**config.mk**
```make
export PLATFORM = sky130hd
export DESIGN_NAME = mem_cycle_arbiter
export DESIGN_NICKNAME = d
export VERILOG_FILES = /design/src/rtl/mem_cycle_arbiter.sv
export SDC_FILE = /design/constraint.sdc
export NUM_CORES = 1
export LEC_CHECK = 0
export ABC_AREA = 1
export CAP_MARGIN = 20
export CORE_UTILIZATION = 45
export CTS_BUF_LIST = sky130_fd_sc_hd__clkbuf_16
export CTS_CLUSTER_DIAMETER = 40
export DETAILED_ROUTE_END_ITERATION = 12
export PLACE_DENSITY = 0.75
export SETUP_SLACK_MARGIN = 0.5
export SLEW_MARGIN = 20
export SYNTH_ARGS = -nofsm -noshare
export SYNTH_HDL_FRONTEND = slang
export SYNTH_SLANG_ARGS = --single-unit
```
**constraint.sdc**
```tcl
create_clock -name clk -period 2.9 [get_ports clk]
set_input_delay 0.435 -clock clk [delete_from_list [all_inputs] [get_ports clk]]
set_output_delay 0.435 -clock clk [all_outputs]
set_load 0.02 [all_outputs]
```
**src/rtl/mem_cycle_arbiter.sv**
```systemverilog
// Two-port arbiter in front of the SRAM read/write cycle sequencer.
// Holds read/write for (len+1)*CYC_LEN clocks, steps the address per beat, pulses done.
module mem_cycle_arbiter #(
  parameter int ADDR_W  = 11,
  parameter int LEN_W   = 4,
  parameter int CYC_LEN = 6
) (
  input  logic              clk,
  input  logic              reset,
  input  logic [1:0]        req,
  input  logic [1:0]        req_we,
  input  logic [ADDR_W-1:0] req_addr0,
  input  logic [ADDR_W-1:0] req_addr1,
  input  logic [LEN_W-1:0]  req_len0,
  input  logic [LEN_W-1:0]  req_len1,
  output logic [1:0]        grant,
  output logic [1:0]        done,
  output logic              read,
  output logic              write,
  output logic [ADDR_W-1:0] mem_addr,
  output logic              beat_end,
  output logic              busy
);

  localparam int CYC_W = (CYC_LEN > 1) ? $clog2(CYC_LEN) : 1;
  localparam logic [CYC_W-1:0] CYC_LAST = CYC_W'(CYC_LEN - 1);

  typedef enum logic [1:0] {IDLE, RUN, DONE} state_t;

  state_t             state, state_nx;
  logic [CYC_W-1:0]   cyc, cyc_nx;
  logic [LEN_W-1:0]   beat, beat_nx, len, len_nx;
  logic               we, we_nx;
  logic               last, last_nx;   // last granted requester; also the current owner
  logic [1:0]         grant_nx, done_nx;
  logic               read_nx, write_nx, beat_end_nx, busy_nx;
  logic [ADDR_W-1:0]  addr_nx;
  logic               win;

  always_ff @(posedge clk or negedge reset) begin
    if (!reset) begin
      state    <= IDLE;
      cyc      <= '0;
      beat     <= '0;
      len      <= '0;
      we       <= 1'b0;
      last     <= 1'b1;   // so requester 0 wins the first tie
      grant    <= '0;
      done     <= '0;
      read     <= 1'b0;
      write    <= 1'b0;
      mem_addr <= '0;
      beat_end <= 1'b0;
      busy     <= 1'b0;
    end else begin
      state    <= state_nx;
      cyc      <= cyc_nx;
      beat     <= beat_nx;
      len      <= len_nx;
      we       <= we_nx;
      last     <= last_nx;
      grant    <= grant_nx;
      done     <= done_nx;
      read     <= read_nx;
      write    <= write_nx;
      mem_addr <= addr_nx;
      beat_end <= beat_end_nx;
      busy     <= busy_nx;
    end
  end

  always_comb begin
    state_nx    = state;
    cyc_nx      = cyc;
    beat_nx     = beat;
    len_nx      = len;
    we_nx       = we;
    last_nx     = last;
    grant_nx    = grant;
    done_nx     = '0;
    read_nx     = read;
    write_nx    = write;
    addr_nx     = mem_addr;
    beat_end_nx = 1'b0;
    busy_nx     = busy;
    win         = (req == 2'b11) ? ~last : req[1];

    case (state)
      IDLE: begin
        grant_nx = '0;
        read_nx  = 1'b0;
        write_nx = 1'b0;
        addr_nx  = '0;
        busy_nx  = 1'b0;
        if (req != 2'b00) begin
          state_nx = RUN;
          last_nx  = win;
          grant_nx = win ? 2'b10 : 2'b01;
          busy_nx  = 1'b1;
          addr_nx  = win ? req_addr1 : req_addr0;
          len_nx   = win ? req_len1 : req_len0;
          we_nx    = req_we[win];
          read_nx  = ~req_we[win];
          write_nx = req_we[win];
          cyc_nx   = '0;
          beat_nx  = '0;
        end
      end
      RUN: begin
        if (cyc == CYC_LAST) begin
          cyc_nx  = '0;
          beat_nx = beat + 1'b1;
          addr_nx = mem_addr + 1'b1;
          if (beat == len) begin
            state_nx = DONE;
            read_nx  = 1'b0;
            write_nx = 1'b0;
            grant_nx = '0;
            done_nx  = last ? 2'b10 : 2'b01;
          end
        end else begin
          cyc_nx      = cyc + 1'b1;
          // registered beat_end lands in the clock where cyc reaches its last value
          beat_end_nx = (cyc_nx == CYC_LAST);
        end
      end
      DONE: begin
        state_nx = IDLE;
        busy_nx  = 1'b0;
        addr_nx  = '0;
      end
      default: state_nx = IDLE;
    endcase
  end

endmodule
```
# Word-level counts from Yosys, hierarchy flattened
# Index checks and enable logic that the tools add are counted.
totals:
  regBits: 33
  input_bits: 36
  output_inout_bits: 19
  wordCells: 75
classes:
  n_addsub: 3
  magnitude_cmp: 1
  n_eq_ne: 9
  muxes: 37
  bitwise: 2
  reduce_logical: 11
ops:
  columns: ["operator", "n"]
  rows:
  - ["$mux W11", 3]
  - ["$pmux W11 S3", 1]
  - ["$mux W2", 11]
  - ["$mux W4", 3]
  - ["$add A11 B1 Y11 const B", 1]
  - ["$mux W1", 10]
  - ["$reduce_and A3 Y1", 3]
  - ["$pmux W2 S2", 2]
  - ["$pmux W4 S2", 1]
  - ["$eq A3 B3 Y1 const B", 2]
  - ["$mux W3", 2]
  - ["$ne A2 B2 Y1 const B", 3]
  - ["$pmux W1 S2", 3]
  - ["$pmux W3 S2", 1]
  - ["$reduce_and A2 Y1", 3]
  - ["$reduce_bool A2 Y1", 3]
  - ["$add A4 B1 Y4 const B", 1]
  - ["$eq A2 B2 Y1 const B", 2]
  - ["$eq A4 B4 Y1", 1]
  - ["$add A3 B1 Y3 const B", 1]
  - ["$reduce_bool A3 Y1", 1]
  - ["$eq A2 B1 Y1 const B", 1]
  - ["$logic_not A2 Y1", 1]
  - ["$lt A1 B2 Y1 const B", 1]
  - ["$not A1 Y1", 2]

# Longest topological paths before layout
depth:
  depth_word: 7
  mapped_depth: 10
  ltp_nobuf: 10

# Least setup slack after synthesis
# No wires, ideal clock.
synth_path:
  path_type: "register to register"
  from: "register state[1]"
  to: "register beat[2]"
  setup_time_ns: 0.126
  arrival_time_ns: 1.296
  t_required_ns: 2.774
  path_slack_ns: 1.478
  path_stages_with_launch: 9
  path_buffers: 2
  period_less_slack_ns: 1.422
  path_cell_list: "dfrtp_1 inv_1 ha_1 buf_6 inv_4 o21ai_4 and2_1 buf_6 o21ai_0"
synth_between:
  elab_chain_cells: 3
  word_cells_on_any_way: 7
  classes_between: "3 x eq/ne; 1 x mux; 3 x reduce/logical"
synth_lines:
  columns: ["item", "line", "source"]
  rows:
  - ["from (decl)", "30", "state_t state, state_nx;"]
  - ["from (signal assigned)", "56", "state <= state_nx;"]
  - ["$eq A2 B1 Y1 or $logic_not A2 Y1 (tied branches)", "88", "case (state)"]
  - ["$ne A2 B2 Y1 (no line) or $reduce_bool A2 Y1 (tied branches)", null, null]
  - ["$reduce_and A3 Y1 (no line)", null, null]
  - ["to (signal assigned)", "58", "beat <= beat_nx;"]
  - ["to (decl)", "32", "logic [LEN_W-1:0] beat, beat_nx, len, len_nx;"]
# Parallel ways exist; a longest one is shown, timed or not.
# A chain may end at the register's enable or synchronous reset.

# Worst setup path in the final report
# Same ends and word-level chain as after synthesis.

==> flow_metrics.env <==
export IMPL_dp_hpwl_um=3760
export IMPL_num_vias=2015
export IMPL_cts_hold_buf=0
export IMPL_rr_worst_depth=6
export IMPL_setup_viol=0
export IMPL_cts_resized=0
export IMPL_cts_setup_buffers=0
export IMPL_relSlewSlack_pct=64.6
export IMPL_ant_nets=0
export IMPL_grt_pass1_vias=1792
export IMPL_irDropWorstVdd_mv=0.672
export IMPL_grt_usage_pct=21.8
export IMPL_rsz0062_at_grt="false"
export IMPL_synth_cell_types=32
export IMPL_die_area_sq_um=4900
export IMPL_portBuffers=54
export IMPL_final_cell_area_sq_um=2770
export IMPL_worstReg2RegEnd="beat[2]"
export IMPL_path_max_fanout=10
export IMPL_powerDensity_nw_per_um2=1010
export IMPL_hold_viol_final=0
export IMPL_end_kind="register"
export IMPL_hold_ws_ns=0.476
export IMPL_grt_pass1_wl_um=8520
export IMPL_synth_fp_nets=335
export IMPL_maxCapViolCount=0
export IMPL_cts_sinks=33
export IMPL_vias_per_cell=5.01
export IMPL_clock_latency_ns=0.28
export IMPL_r2r_start="state[1]"
export IMPL_grt_max_degree=34
export IMPL_clockBufferDepth=2
export IMPL_yosysWarnings=0
export IMPL_period_share_pct=65.9
export IMPL_slew_viol_final=0
export IMPL_final_cells=402
export IMPL_finalCriticalPeriod_ns=1.91
export IMPL_antenna_found_initial=0
export IMPL_placed_cell_area_sq_um=2640
export IMPL_netlist_area_sq_um=2080
export IMPL_min_to="beat_end"
export IMPL_path_class="register to register"
export IMPL_syn_area_per_cell_sq_um=7.11
export IMPL_cp_data_required_time_ns=3.05
export IMPL_hp_class="register to register"
export IMPL_finalSetupTns_ns=0
export IMPL_arrival_ns=2.06
export IMPL_root_buffer="clkbuf_16"
export IMPL_grt_overflow_total=0
export IMPL_die_w_um=70.0
export IMPL_final_core_util_pct=62.8
export IMPL_cts_made_buffers=5
export IMPL_dr_pass1_iters=5
export IMPL_run_status="finished clean"
export IMPL_tightest_slew_ns=0.531
export IMPL_die_h_um=70.0
export IMPL_diodes=0
export IMPL_netlist_instances=293
export IMPL_skew_ns=0.00983
export IMPL_place_congestion=0.812
export IMPL_finalWirelength_um=5070
export IMPL_layout_drive_gt1_share_pct=9.43
export IMPL_areaGrowthSynthToFinish_pct=33.1
export IMPL_first_iter_violations=133
export IMPL_cp_start_kind="register"
export IMPL_clkTransAtPathRegs_ns=0.06
export IMPL_p_leak_nw=1.33
export IMPL_wl_per_cell_um=12.6
export IMPL_core_area_sq_um=4410
export IMPL_synth_seq_area_share_pct=39.7
export IMPL_drc_errors=0
export IMPL_min_from="cyc[1]"
export IMPL_initial_core_util_pct=47.2
export IMPL_fin_nets=391
export IMPL_htreeDepth=2
export IMPL_rows=24
export IMPL_fmax_mhz=523
export IMPL_cts_tree="yes"
export IMPL_placedCellCount=394
export IMPL_pin_count=55
export IMPL_reg2reg_setup_slack_ns=0.99
export IMPL_hold_depth=1
export IMPL_ys_ff_latch=33
where the power goes:
| group | internal [mW] | total [mW] | switching, mW |
|---|---|---|---|
| clock | 0.307 | 0.481 | 0.174 |
| sequential | 0.652 | 0.827 | 0.176 |
| combinational | 0.571 | 1.48 | 0.907 |
synth_stat cells:
master	count	area, sq um
a21oi_1	9	45.0
a21oi_2	2	17.5
and2_1	1	6.26
buf_4	2	15.0
buf_6	4	45.0
dfrtp_1	32	801
dfstp_2	1	26.3
ha_1	6	75.1
inv_1	26	97.6
inv_2	7	26.3
inv_4	1	6.26
nand2_1	93	349
nand2_2	8	50.1
nand3_1	15	75.1
nand3_2	3	30.0
nand4_1	2	12.5
nor2_1	37	139
nor2_2	2	12.5
nor3_1	4	20.0
nor3b_1	1	7.51
nor4_1	1	6.26
o211ai_1	1	7.51
o21a_1	1	7.51
o21ai_0	15	75.1
o21ai_1	8	40.0
o21ai_2	1	8.76
o21ai_4	1	16.3
o21bai_1	2	15.0
o22ai_1	4	25.0
or2_2	1	6.26
xnor2_1	1	8.76
xor2_1	1	8.76
critical path: stages, from the launching register on:
cell     delay [ns]
dfrtp_1        0.40
inv_1          0.09
ha_1           0.49
inv_4          0.14
o21ai_4        0.20
and2_1         0.33
o21ai_0        0.13
cell type report:
cell class,count,area [sq um]
fill,406,1640
inverter,34,130
clock inverter,3,11.3
sequential,33,827
timing repair buffer,55,548
multi-input combinational,220,1060
tap,52,65.1
clock buffer,5,125
cells in the final DEF (no fill, tap or decap), types with 2 or more instances in the layout:
master	n
nor2_2	2
nand2_1	93
clkbuf_16	5
dfrtp_1	32
nand3_2	3
inv_1	28
inv_2	7
nor3_1	4
a21oi_1	9
nand4_1	2
nand3_1	15
o22ai_1	4
a21oi_2	2
o21bai_1	2
o21ai_0	15
nand2_2	8
clkdlybuf4s50_1	54
o21ai_1	8
nor2_1	37
ha_1	6
state kept, by name (all words and copies together) (netlist names), 2 cells and up:
name and flops:
beat 4, mem_addr 11, cyc 3, len 4, done 2, grant 2
state 2
how the worst max path moves through the flow:
stage,startpoint,end,slack [ns]
2_1_floorplan,state[1],beat[2],1.48
3_3_place_gp,req[1],mem_addr[8],0.92
3_5_place_dp,req[0],mem_addr[8],0.90
4_1_cts,state[1],beat[2],0.98
5_1_grt,state[1],beat[2],0.83
6_report,state[1],beat[2],0.99
metrics by stage:
step | setup WS, ns | power, mW
3_3_place_gp | 0.917 | 2.27
3_5_place_dp | 0.896 | 2.30
2_1_floorplan | 1.48 | 1.89
5_1_grt | 0.827 | 3.02
6_report | 0.989 | 2.79
4_1_cts | 0.978 | 2.79
cells by family (layout without fill, tap and decap cells):
family | after synthesis | in the layout | synth area share (%)
xor+xnor | 2 | 2 | 0.841
simple gates | 168 | 168 | 34.3
flops | 33 | 33 | 39.7
compound gates | 44 | 44 | 12.4
buf+inv | 40 | 97 | 9.13
fa+ha+maj | 6 | 6 | 3.61
metal layers:
layer | vias to the layer above | part of all wire, % | GRT usage, % | wire length (um)
met1 | 907 | 47 | 29.3 | 2410
met5 | - | 0 | 0 | 0
met4 | 0 | 1.2 | 6.22 | 59
met3 | 6 | 5.1 | 4.33 | 257
met2 | 59 | 46 | 35.6 | 2340
li1 | 1043 | - | - | -
No activity file was read; power rests on OpenSTA's default activity.
